$ cat src/rtl/multicycle_controller_if.sv
// Control bundle between the multicycle controller and the datapath it sequences.
// master = controller side, slave = datapath side.
interface multicycle_controller_if;
    logic [5:0] opcode;
    logic [5:0] funct;
    logic       Zero;
    logic       mem_ready;
    logic       IorD;
    logic       MemWrite;
    logic       IRWrite;
    logic       RegDst;
    logic       MemtoReg;
    logic       RegWrite;
    logic       ALUSrcA;
    logic [1:0] ALUSrcB;
    logic [2:0] alucontrol;
    logic [1:0] PCSrc;
    logic       PCEn;
    logic       illegal;
    logic [3:0] state;

    modport master (
        input  opcode, funct, Zero, mem_ready,
        output IorD, MemWrite, IRWrite, RegDst, MemtoReg, RegWrite, ALUSrcA, ALUSrcB,
               alucontrol, PCSrc, PCEn, illegal, state
    );

    modport slave (
        output opcode, funct, Zero, mem_ready,
        input  IorD, MemWrite, IRWrite, RegDst, MemtoReg, RegWrite, ALUSrcA, ALUSrcB,
               alucontrol, PCSrc, PCEn, illegal, state
    );
endinterface

$ cat src/rtl/multicycle_controller.sv
// Sequencing FSM for a multicycle MIPS datapath with shared memory and a single ALU.
// Moore outputs per state; PCEn and the FETCH write enables also see Zero / mem_ready.
module multicycle_controller #(
    parameter bit ERR_HALT = 1'b1
) (
    input logic                    clk,
    input logic                    reset,
    multicycle_controller_if.master bus
);

    typedef enum logic [3:0] {
        StFetch   = 4'd0,
        StDecode  = 4'd1,
        StMemAdr  = 4'd2,
        StMemRd   = 4'd3,
        StMemWb   = 4'd4,
        StMemWr   = 4'd5,
        StExecute = 4'd6,
        StAluWb   = 4'd7,
        StBranch  = 4'd8,
        StAddiEx  = 4'd9,
        StAddiWb  = 4'd10,
        StJump    = 4'd11,
        StError   = 4'd15
    } state_e;

    localparam logic [5:0] OpRtype = 6'b000000;
    localparam logic [5:0] OpLw    = 6'b100011;
    localparam logic [5:0] OpSw    = 6'b101011;
    localparam logic [5:0] OpBeq   = 6'b000100;
    localparam logic [5:0] OpAddi  = 6'b001000;
    localparam logic [5:0] OpJ     = 6'b000010;

    localparam logic [5:0] FnAdd = 6'b100000;
    localparam logic [5:0] FnSub = 6'b100010;
    localparam logic [5:0] FnAnd = 6'b100100;
    localparam logic [5:0] FnOr  = 6'b100101;
    localparam logic [5:0] FnSlt = 6'b101010;

    state_e     state_q, state_d;
    logic [5:0] opcode_q, funct_q;
    logic       funct_ok;
    logic [1:0] aluop;
    logic       pc_write;
    logic       branch;
    logic       mem_write_raw, ir_write_raw, reg_write_raw;

    // Instruction fields are captured only in DECODE so later edits are ignored.
    always_ff @(posedge clk) begin
        if (reset) begin
            state_q  <= StFetch;
            opcode_q <= '0;
            funct_q  <= '0;
        end else begin
            state_q <= state_d;
            if (state_q == StDecode) begin
                opcode_q <= bus.opcode;
                funct_q  <= bus.funct;
            end
        end
    end

    always_comb begin
        funct_ok = 1'b0;
        case (bus.funct)
            FnAdd, FnSub, FnAnd, FnOr, FnSlt: funct_ok = 1'b1;
            default:                          funct_ok = 1'b0;
        endcase
    end

    always_comb begin
        state_d = state_q;
        case (state_q)
            StFetch:   if (bus.mem_ready) state_d = StDecode;
            StDecode: begin
                case (bus.opcode)
                    OpRtype:    state_d = funct_ok ? StExecute : StError;
                    OpLw, OpSw: state_d = StMemAdr;
                    OpBeq:      state_d = StBranch;
                    OpAddi:     state_d = StAddiEx;
                    OpJ:        state_d = StJump;
                    default:    state_d = StError;
                endcase
            end
            StMemAdr:  state_d = (opcode_q == OpSw) ? StMemWr : StMemRd;
            StMemRd:   if (bus.mem_ready) state_d = StMemWb;
            StMemWb:   state_d = StFetch;
            StMemWr:   if (bus.mem_ready) state_d = StFetch;
            StExecute: state_d = StAluWb;
            StAluWb:   state_d = StFetch;
            StBranch:  state_d = StFetch;
            StAddiEx:  state_d = StAddiWb;
            StAddiWb:  state_d = StFetch;
            StJump:    state_d = StFetch;
            StError:   state_d = ERR_HALT ? StError : StFetch;
            default:   state_d = StFetch;
        endcase
    end

    always_comb begin
        bus.IorD      = 1'b0;
        bus.RegDst    = 1'b0;
        bus.MemtoReg  = 1'b0;
        bus.ALUSrcA   = 1'b0;
        bus.ALUSrcB   = 2'b00;
        bus.PCSrc     = 2'b00;
        aluop         = 2'b00;
        pc_write      = 1'b0;
        branch        = 1'b0;
        mem_write_raw = 1'b0;
        ir_write_raw  = 1'b0;
        reg_write_raw = 1'b0;
        case (state_q)
            StFetch: begin
                bus.ALUSrcB  = 2'b01;
                ir_write_raw = bus.mem_ready;
                pc_write     = bus.mem_ready;
            end
            StDecode:  bus.ALUSrcB = 2'b11;
            StMemAdr: begin
                bus.ALUSrcA = 1'b1;
                bus.ALUSrcB = 2'b10;
            end
            StMemRd:   bus.IorD = 1'b1;
            StMemWb: begin
                bus.MemtoReg  = 1'b1;
                reg_write_raw = 1'b1;
            end
            // Write strobe is held for the whole access; it commits when mem_ready rises.
            StMemWr: begin
                bus.IorD      = 1'b1;
                mem_write_raw = 1'b1;
            end
            StExecute: begin
                bus.ALUSrcA = 1'b1;
                aluop       = 2'b10;
            end
            StAluWb: begin
                bus.RegDst    = 1'b1;
                reg_write_raw = 1'b1;
            end
            StBranch: begin
                bus.ALUSrcA = 1'b1;
                aluop       = 2'b01;
                bus.PCSrc   = 2'b01;
                branch      = 1'b1;
            end
            StAddiEx: begin
                bus.ALUSrcA = 1'b1;
                bus.ALUSrcB = 2'b10;
            end
            StAddiWb:  reg_write_raw = 1'b1;
            StJump: begin
                bus.PCSrc = 2'b10;
                pc_write  = 1'b1;
            end
            default: ;
        endcase

        bus.MemWrite = mem_write_raw & ~reset;
        bus.IRWrite  = ir_write_raw & ~reset;
        bus.RegWrite = reg_write_raw & ~reset;
        bus.PCEn     = (pc_write | (branch & bus.Zero)) & ~reset;
        bus.illegal  = (state_q == StError);
        bus.state    = state_q;
    end

    // Same ALUOp encoding as the single-cycle control unit.
    always_comb begin
        bus.alucontrol = 3'b010;
        case (aluop)
            2'b01: bus.alucontrol = 3'b110;
            2'b10: begin
                case (funct_q)
                    FnAdd:   bus.alucontrol = 3'b010;
                    FnSub:   bus.alucontrol = 3'b110;
                    FnAnd:   bus.alucontrol = 3'b000;
                    FnOr:    bus.alucontrol = 3'b001;
                    FnSlt:   bus.alucontrol = 3'b111;
                    default: bus.alucontrol = 3'b010;
                endcase
            end
            default: bus.alucontrol = 3'b010;
        endcase
    end

endmodule
$ cat src/flat_wrapper.sv
// flat-port wrapper written by rule: the top's interface ports become plain ports
module multicycle_controller_flat 
#(
    parameter bit ERR_HALT = 1'b1
)
  (clk, reset, bus_opcode, bus_funct, bus_Zero, bus_mem_ready, bus_IorD, bus_MemWrite, bus_IRWrite, bus_RegDst, bus_MemtoReg, bus_RegWrite, bus_ALUSrcA, bus_ALUSrcB, bus_alucontrol, bus_PCSrc, bus_PCEn, bus_illegal, bus_state);
  multicycle_controller_if bus_i ();
  input logic clk;
  input logic reset;
  input wire logic [$bits(bus_i.opcode)-1:0] bus_opcode;
  input wire logic [$bits(bus_i.funct)-1:0] bus_funct;
  input wire logic [$bits(bus_i.Zero)-1:0] bus_Zero;
  input wire logic [$bits(bus_i.mem_ready)-1:0] bus_mem_ready;
  output wire logic [$bits(bus_i.IorD)-1:0] bus_IorD;
  output wire logic [$bits(bus_i.MemWrite)-1:0] bus_MemWrite;
  output wire logic [$bits(bus_i.IRWrite)-1:0] bus_IRWrite;
  output wire logic [$bits(bus_i.RegDst)-1:0] bus_RegDst;
  output wire logic [$bits(bus_i.MemtoReg)-1:0] bus_MemtoReg;
  output wire logic [$bits(bus_i.RegWrite)-1:0] bus_RegWrite;
  output wire logic [$bits(bus_i.ALUSrcA)-1:0] bus_ALUSrcA;
  output wire logic [$bits(bus_i.ALUSrcB)-1:0] bus_ALUSrcB;
  output wire logic [$bits(bus_i.alucontrol)-1:0] bus_alucontrol;
  output wire logic [$bits(bus_i.PCSrc)-1:0] bus_PCSrc;
  output wire logic [$bits(bus_i.PCEn)-1:0] bus_PCEn;
  output wire logic [$bits(bus_i.illegal)-1:0] bus_illegal;
  output wire logic [$bits(bus_i.state)-1:0] bus_state;
  assign bus_i.opcode = bus_opcode;
  assign bus_i.funct = bus_funct;
  assign bus_i.Zero = bus_Zero;
  assign bus_i.mem_ready = bus_mem_ready;
  assign bus_IorD = bus_i.IorD;
  assign bus_MemWrite = bus_i.MemWrite;
  assign bus_IRWrite = bus_i.IRWrite;
  assign bus_RegDst = bus_i.RegDst;
  assign bus_MemtoReg = bus_i.MemtoReg;
  assign bus_RegWrite = bus_i.RegWrite;
  assign bus_ALUSrcA = bus_i.ALUSrcA;
  assign bus_ALUSrcB = bus_i.ALUSrcB;
  assign bus_alucontrol = bus_i.alucontrol;
  assign bus_PCSrc = bus_i.PCSrc;
  assign bus_PCEn = bus_i.PCEn;
  assign bus_illegal = bus_i.illegal;
  assign bus_state = bus_i.state;
  multicycle_controller #(.ERR_HALT(ERR_HALT)) u_core (.clk(clk), .reset(reset), .bus(bus_i));
endmodule
$ cat config.mk
export PLATFORM = sky130hd
export DESIGN_NAME = multicycle_controller_flat
export DESIGN_NICKNAME = d
export VERILOG_FILES = /design/src/rtl/multicycle_controller_if.sv /design/src/rtl/multicycle_controller.sv /design/src/flat_wrapper.sv
export SDC_FILE = /design/constraint.sdc
export NUM_CORES = 1
export LEC_CHECK = 0
export BUFFER_PORTS_ARGS = -buffer_cell sky130_fd_sc_hd__buf_2
export CAP_MARGIN = 20
export CORE_MARGIN = 3
export CORE_UTILIZATION = 51
export CTS_CLUSTER_DIAMETER = 30
export DETAILED_ROUTE_END_ITERATION = 8
export GPL_TIMING_DRIVEN = 0
export MAX_ROUTING_LAYER = met4
export PLACE_DENSITY = 0.8
export SYNTH_ARGS = -nofsm -noshare
export SYNTH_HDL_FRONTEND = slang
export SYNTH_SLANG_ARGS = --single-unit
$ cat constraint.sdc
create_clock -name clk -period 2.1 [get_ports clk]
set_clock_uncertainty 0.15 [all_clocks]
set_input_delay 0.315 -clock clk [delete_from_list [all_inputs] [get_ports clk]]
set_output_delay 0.315 -clock clk [all_outputs]
set_load 0.1 [all_outputs]
==> results of run 1 <==
## per-layer routing
metal	GRT overflow	global-route usage (%)
met5	-	-
met4	16	69.1
met1	0	66.4
met2	34	87.5
met3	0	35.7
## logic make-up after synthesis
logic type / synth area share (%)
AO/OA/AOI/OAI: 25.8
XOR/XNOR: 0.694
adder cells (fa/ha/maj): 2.97
buffers and inverters: 8.03
flip-flops: 25.4
multiplexers: 2.38
AND/OR/NAND/NOR: 34.8
## through the flow
stage	hold slack (ns)	worst slack, ns	area (µm²)	TNS, ns
after CTS	0.119	-0.271	2090	-0.912
after detailed placement	0.300	-0.353	1680	-0.826
after floorplan	0.282	-1.03	1490	-3.50
after global placement	0.289	-0.302	1680	-0.715
## synthesized netlist by cell type (2+ instances only)
master	n	area, µm²
nor2b_1	5	31.3
nor3_1	10	50.1
dfxtp_1	16	320
inv_1	8	30.0
o211ai_1	2	15.0
a31oi_1	4	25.0
nand3_1	5	25.0
nand2b_1	2	12.5
mux2i_1	3	30.0
a22oi_1	2	15.0
nand2_1	31	116
nand3b_1	2	15.0
a21oi_1	16	80.1
nor2_1	16	60.1
clkbuf_1	3	11.3
o21ai_0	6	30.0
a32oi_1	2	17.5
o21a_1	2	15.0
ha_1	3	37.5
a211oi_1	2	15.0
and3_1	4	25.0
buf_2	9	45.0
## what timing repair did
item,in CTS
gates resized for setup,48
pin swaps,8
gates cloned,1
setup buffers,22
endpoints found under the setup margin,13
==> results.py, run 1 <==
metrics = {
    "synth": {
        "synth_ff_type": "dfxtp_1",
        "yosysUniqueCellTypes": 48,
        "synth_edf_count": 0,
        "async_flop_share_pct": 0,
        "synthesis.nets": 198,
        "syn_inst": 179,
        "synth_warnings": 0,
        "ys_seq_elements": 16,
        "syn_area_um2": 1260,
        "yosysSeqAreaShare_pct": 25.4,
        "syn_avg_cell_area_um2": 7.05,
    },
    "clock_network": {
        "clockBufferDepth": 2,
        "holdBufCountCts": 0,
        "cts_root_buffer": "clkbuf_4",
        "ctsHtreeMaxLevel": 1,
        "cts_num_sinks": 16,
        "cts_buffers": 3,
    },
    "status": {
        "tool.error": "[ERROR GRT-0232] Routing congestion too high. Check the congestion heatmap in the GUI.",
        "outcome": "aborted with a tool error",
        "stop_stage": "global routing (5_1_grt)",
    },
    "placed_design": {
        "io_buffers": 32,
        "gp_congestion": 0.918,
        "hpwl_um": 2660,
        "dp_cells": 239,
    },
    "timing": {
        "crit_endpoint": "bus_alucontrol[2]",
        "worst-ep-kind": "output port",
    },
    "floorplan": {
        "num_rows": 17,
        "die_y_um": 55.8,
        "die-width_um": 55.8,
        "start_util_pct": 55.5,
        "io_pins": 36,
    },
    "grt": {
        "grt_max_degree": 11,
        "grt.total_usage_pct": 66.4,
        "grt_overflow": 50,
    },
}
==> inputs of run 2 (changes only) <==
- CORE_AREA: unset -> 3 3 64 66
- CORE_MARGIN: 3 -> unset
- CORE_UTILIZATION: 51 -> unset
- CTS_CLUSTER_DIAMETER: 30 -> unset
- DIE_AREA: unset -> 0 0 67 69
- MAX_ROUTING_LAYER: met4 -> unset
- PLACE_DENSITY: 0.8 -> unset
- PLACE_DENSITY_LB_ADDON: unset -> 0.15
==> results.py, run 2 <==
metrics = {
    "status": {
        "outcome": "finished, violations left",
        "violations": "setup timing",
    },
    "synth": {
        "synth_top_family_by_area": "simple AND/OR/NAND/NOR gates",
        "ys_seq_elements": 16,
        "yosys-top-cells-count": "nand2_1 (31), a21oi_1 (16), dfxtp_1 (16), nor2_1 (16), nor3_1 (10)",
        "yosysUniqueCellTypes": 48,
        "synth_edf_count": 0,
        "synth_area_leaders": "dfxtp_1 (25%), nand2_1 (9.2%), a21oi_1 (6.3%)",
        "syn_avg_cell_area_um2": 7.05,
        "yosys.area_share.simple_pct": 34.8,
        "synth_warnings": 0,
        "yosysMostFrequentCell": "nand2_1",
        "synth-xor-area-share_pct": 0.694,
        "syn_inst": 179,
        "synth_top_area_share_pct": 25.4,
        "synth_mux_area_share_pct": 2.38,
        "synth_fa_ha_area_share_pct": 2.97,
        "syn_area_um2": 1260,
        "synth_ff_type": "dfxtp_1",
        "synthesis.nets": 198,
        "async_flop_share_pct": 0,
        "yosys.area.top_type": "dfxtp_1",
        "yosysSeqAreaShare_pct": 25.4,
        "synth-compound-area-share_pct": 25.8,
    },
    "power": {
        "intPower_mw": 0.919,
        "swShare_pct": 47.3,
        "pwr-share-clk_pct": 15.7,
        "p_leak_nw": 0.911,
        "pwr_density_cell_nw_per_um2": 794,
        "pwr-share-seq_pct": 22.0,
        "power_switching_mw": 0.826,
        "pwr-share-comb_pct": 62.3,
        "vdd.ir_drop.worst_v": 0.000363,
    },
    "clock_network": {
        "cts_tree": "yes",
        "cts_buffers": 3,
        "cts.clk_slew.worst_paths_ns": 0.07,
        "cts_root_buffer": "clkbuf_8",
        "clock_latency_ns": 0.25,
        "clockBufferDepth": 2,
        "ctsHtreeMaxLevel": 1,
        "cts_num_sinks": 16,
        "holdBufCountCts": 0,
    },
    "finish": {
        "syn_to_final_growth_pct": 74.0,
        "ff_latch_area_um2": 335,
        "num_antenna_cells": 0,
        "final_common_cell": "nand2_1",
        "layout_common_cells": "nand2_1 (30), buf_4 (29), buf_2 (20)",
        "nets": 262,
        "multi_input_area_um2": 1050,
        "utilization_pct": 60.5,
        "fin_area_um2": 2200,
        "fillCellCount": 339,
        "drive_above_1_share_pct": 47.1,
    },
    "setup_path": {
        "crit_type": "reg2out",
        "cp-end-kind": "primary output",
        "start_kind": "register",
        "cp.arrival_ns": 1.86,
        "r2r-end": "u_core.bus.state[1]",
        "crit_required_ns": 1.63,
        "r2r_setup_slack_ns": 0.19,
        "r2r_cells": 6,
        "path_max_fanout": 5,
        "r2r-start": "u_core.bus.state[0]",
    },
    "floorplan": {
        "start_util_pct": 34.7,
        "die-width_um": 67,
        "io_pins": 36,
        "die_y_um": 69,
        "core-area_um2": 3630,
        "die-area_um2": 4620,
        "num_rows": 22,
    },
    "grt": {
        "grt_pass1_wl_um": 6800,
        "grt_max_degree": 11,
        "antenna_found_initial": 0,
        "grt_pass1_vias": 1466,
        "grt.total_usage_pct": 18.1,
        "grt_overflow": 0,
    },
    "timing": {
        "finalCriticalPeriod_ns": 2.32,
        "fin_setup_tns_ns": -0.803,
        "whs_ns": 0.163,
        "slew_violations": 0,
        "relSlewSlack_pct": 52.0,
        "setup_viol": 5,
        "period_share_pct": 111,
        "hold_violations": 0,
        "worst_slew_pin_slew_ns": 0.719,
        "max_clock_freq_mhz": 431,
        "rsz0062_at_grt": "yes",
        "setup_ws_ns": -0.222,
    },
    "min_path": {
        "hold_end": "u_core.funct_q[3]",
        "holdPathStages": 3,
        "hp-class": "in2reg",
        "min_from": "bus_funct[3]",
    },
    "routing": {
        "wirelength_um": 4260,
        "num_vias": 1554,
        "antenna_left": 0,
        "drc": 0,
        "drt_iter0_markers": 114,
        "viasPerCell": 5.36,
        "dr.pass1.iters": 4,
        "wire_per_inst_um": 14.7,
    },
    "job": {
        "cap_violations": 0,
    },
    "placed_design": {
        "hpwl_um": 2830,
        "gp_congestion": 0.847,
        "io_buffers": 32,
        "dpl_cell_area_um2": 1710,
        "dpl_worst_slack_ns": -0.353,
    },
}
## run 2: timing repair
| action | in CTS | in global routing |
|---|---|---|
| setup endpoints to repair | 10 | 13 |
| gates cloned | 0 | 0 |
| gates resized for setup | 42 | 21 |
| buffers inserted | 16 | 13 |
| pin swaps | 8 | 12 |
## run 2: final cells by class
type	count	share of cell area (%)
multi-input combinational	141	47.9
timing repair buffer	60	23.4
sequential	16	15.3
buffer	13	6.66
tap	48	2.73
clock buffer	4	2.51
inverter	8	1.54
## run 2: routing by layer
layer	wire length (µm)	vias to the layer above	global-route usage (%)
met5	0	-	0
met4	18	0	4.73
met3	171	4	1.63
met2	2180	49	31.2
met1	1890	738	23.5
li1	-	763	-
## run 2: power groups by stage
stage	Clock [mW]	Sequential, mW	Combinational (mW)
5_1_grt	0.291	0.390	1.15
2_1_floorplan	0	0.462	0.638
4_1_cts	0.279	0.380	1.01
6_report	0.274	0.384	1.09
3_3_place_gp	0	0.386	0.848
3_5_place_dp	0	0.388	0.853
## run 2: logic make-up after synthesis
| kind of cell | Yosys count |
|---|---|
| xor+xnor | 1 |
| mux | 3 |
| fa+ha+maj | 3 |
| compound gates | 48 |
| buf+inv | 22 |
| simple gates | 86 |
| flops | 16 |
## run 2: per-stage QoR
step	total power [mW]	cells
3_3_place_gp	1.23	259
6_report	1.75	290
2_1_floorplan	1.10	179
5_1_grt	1.83	290
3_5_place_dp	1.24	259
4_1_cts	1.67	279
## run 2: worst max path at each step
stage,from,endpoint,slack (ns),depth (start not counted)
5_1_grt,u_core.bus.state[3],bus_alucontrol[2],-0.29,8
2_1_floorplan,u_core.bus.state[0],bus_alucontrol[1],-1.03,6
3_5_place_dp,u_core.bus.state[3],bus_alucontrol[2],-0.35,9
4_1_cts,u_core.bus.state[0],bus_alucontrol[2],-0.24,8
3_3_place_gp,u_core.bus.state[3],bus_alucontrol[2],-0.32,9
6_report,u_core.bus.state[0],bus_alucontrol[2],-0.22,7
## run 2: critical path, cell delays in order, from the launching register on
cell       delay (ns)
dfxtp_4          0.38
clkbuf_16        0.16
nand3b_1         0.22
ha_2             0.23
and3b_2          0.23
a21oi_4          0.18
nor2b_4          0.06
buf_12           0.16
Power figures use the tool's default switching activity.
==> inputs of run 3 (changes only) <==
--- a/config.mk
+++ b/config.mk
@@ -13,4 +13,5 @@
 export GPL_TIMING_DRIVEN = 0
 export PLACE_DENSITY_LB_ADDON = 0.15
+export SLEW_MARGIN = 10
 export SYNTH_ARGS = -nofsm -noshare
 export SYNTH_HDL_FRONTEND = slang
--- a/constraint.sdc
+++ b/constraint.sdc
@@ -3,3 +3,3 @@
 set_input_delay 0.315 -clock clk [delete_from_list [all_inputs] [get_ports clk]]
 set_output_delay 0.315 -clock clk [all_outputs]
-set_load 0.1 [all_outputs]
+set_load 0.005 [all_outputs]
==> results.py, run 3 (synthesis results as in run 2) <==
metrics = {
    "setup_path": {
        "r2r-start": "u_core.bus.state[3]",
        "crit_required_ns": 1.63,
        "path_max_fanout": 5,
        "start_kind": "register",
        "r2r_setup_slack_ns": 0.24,
        "r2r_cells": 5,
        "crit_type": "reg2out",
        "cp-end-kind": "primary output",
        "r2r-end": "u_core.bus.state[1]",
        "cp.arrival_ns": 1.64,
    },
    "routing": {
        "viasPerCell": 5.36,
        "antenna_left": 0,
        "drt_iter0_markers": 88,
        "wirelength_um": 3880,
        "wire_per_inst_um": 13.9,
        "dr.pass1.iters": 4,
        "num_vias": 1496,
        "drc": 0,
    },
    "job": {
        "cap_violations": 0,
    },
    "placed_design": {
        "dp_cells": 259,
        "dpl_worst_slack_ns": -0.285,
        "gp_congestion": 0.817,
        "hpwl_um": 2640,
        "dpl_cell_area_um2": 1480,
        "io_buffers": 32,
    },
    "grt": {
        "grt.total_usage_pct": 17.2,
        "antenna_found_initial": 0,
        "grt_pass1_wl_um": 6260,
        "grt_max_degree": 11,
        "grt_overflow": 0,
        "grt_pass1_vias": 1298,
    },
    "finish": {
        "fin_area_um2": 1770,
        "final_common_cell": "buf_2",
        "layout_common_cells": "buf_2 (35), nand2_1 (31), buf_4 (17)",
        "drive_above_1_share_pct": 34.2,
        "nets": 251,
        "syn_to_final_growth_pct": 40.2,
        "ff_latch_area_um2": 335,
        "multi_input_area_um2": 868,
        "num_antenna_cells": 0,
        "fillCellCount": 383,
        "fin_cells": 279,
    },
    "min_path": {
        "hold_end": "u_core.funct_q[0]",
        "hp-class": "in2reg",
        "min_from": "bus_funct[0]",
        "holdPathStages": 3,
    },
    "clock_network": {
        "cts_tree": "yes",
        "cts_num_sinks": 16,
        "cts_root_buffer": "clkbuf_8",
        "ctsHtreeMaxLevel": 1,
        "cts.clk_slew.worst_paths_ns": 0.07,
        "cts_buffers": 3,
        "clock_latency_ns": 0.25,
        "clockBufferDepth": 2,
        "holdBufCountCts": 0,
    },
    "floorplan": {
        "die-width_um": 67,
        "die_y_um": 69,
        "num_rows": 22,
        "core-area_um2": 3630,
        "io_pins": 36,
        "start_util_pct": 34.7,
        "die-area_um2": 4620,
    },
    "power": {
        "total_power_mw": 1.22,
        "pwr_density_cell_nw_per_um2": 688,
        "vdd.ir_drop.worst_v": 0.000307,
        "p_leak_nw": 0.779,
    },
    "status": {
        "violations": "setup timing",
        "outcome": "finished, violations left",
    },
    "timing": {
        "setup_ws_ns": -0.00891,
        "worst_slew_pin_slew_ns": 0.510,
        "slew_violations": 0,
        "setup_viol": 1,
        "finalCriticalPeriod_ns": 2.11,
        "period_share_pct": 100,
        "hold_violations": 0,
        "max_clock_freq_mhz": 474,
        "relSlewSlack_pct": 66.0,
        "rsz0062_at_grt": "yes",
    },
}
## run 3: cell count changes in the layout (fill, tap and decap cells not counted), sizes merged
cell,before,now
clkinvlp,1,0
clkbuf,9,7
buf,68,59
inv,7,8
## run 3: report_power, final
group / internal, mW / total (mW) / leakage (nW) / switching [mW]
logic: 0.268 / 0.560 / 0.617 / 0.292
registers: 0.345 / 0.378 / 0.134 / 0.0329
clock network: 0.167 / 0.280 / 0.0288 / 0.113
## run 3: what timing repair did
| item | in CTS | in global routing |
|---|---|---|
| gates resized for setup | 33 | 3 |
| hold endpoints to repair | 0 | 0 |
| endpoints found under the setup margin | 7 | 3 |
| setup buffers | 14 | 3 |
| pin swaps | 5 | 3 |
## run 3: cell type report
type	instances	share of cell area [%]
timing repair buffer	49	16.3
clock buffer	4	3.11
inverter	8	1.70
sequential	16	18.9
multi-input combinational	141	49.0
buffer	13	7.56
tap	48	3.39
## run 3: how the worst max path moves through the flow
stage | start | endpoint | slack (ns) | depth (start not counted)
finish | u_core.bus.state[0] | bus_alucontrol[2] | -0.009 | 7
global route | u_core.bus.state[0] | bus_alucontrol[2] | -0.1 | 7
CTS | u_core.bus.state[0] | bus_alucontrol[2] | -0.01 | 7
detailed placement | u_core.bus.state[3] | bus_alucontrol[2] | -0.28 | 8
global placement | u_core.bus.state[3] | bus_alucontrol[2] | -0.28 | 8
floorplan | u_core.bus.state[3] | bus_alucontrol[2] | 0.09 | 7
## run 3: worst max-delay path, cell delays in order, from the launching register on
cell       delay (ns)
dfxtp_4          0.37
clkbuf_16        0.14
nand3b_1         0.20
ha_2             0.20
and3b_2          0.20
a21oi_2          0.11
nor2b_1          0.04
buf_2            0.12
## run 3: per-layer routing
layer / part of all wire [%] / routed length (µm) / track usage, %
met1: 46 / 1790 / 26.0
met2: 46 / 1770 / 23.8
met3: 6.5 / 253 / 3.26
met4: 1.6 / 61 / 5.63
met5: 0 / 0 / 0
## run 3: metrics by stage
step / setup TNS [ns] / utilization, % / hold slack [ns]
after floorplan: 0 / - / 0.282
after CTS: -0.0120 / 47.9 / 0.158
final: -0.00891 / 48.7 / 0.159
after global placement: -0.582 / 40.8 / 0.291
after global routing: -0.180 / 48.7 / 0.156
after detailed placement: -0.590 / 40.8 / 0.295
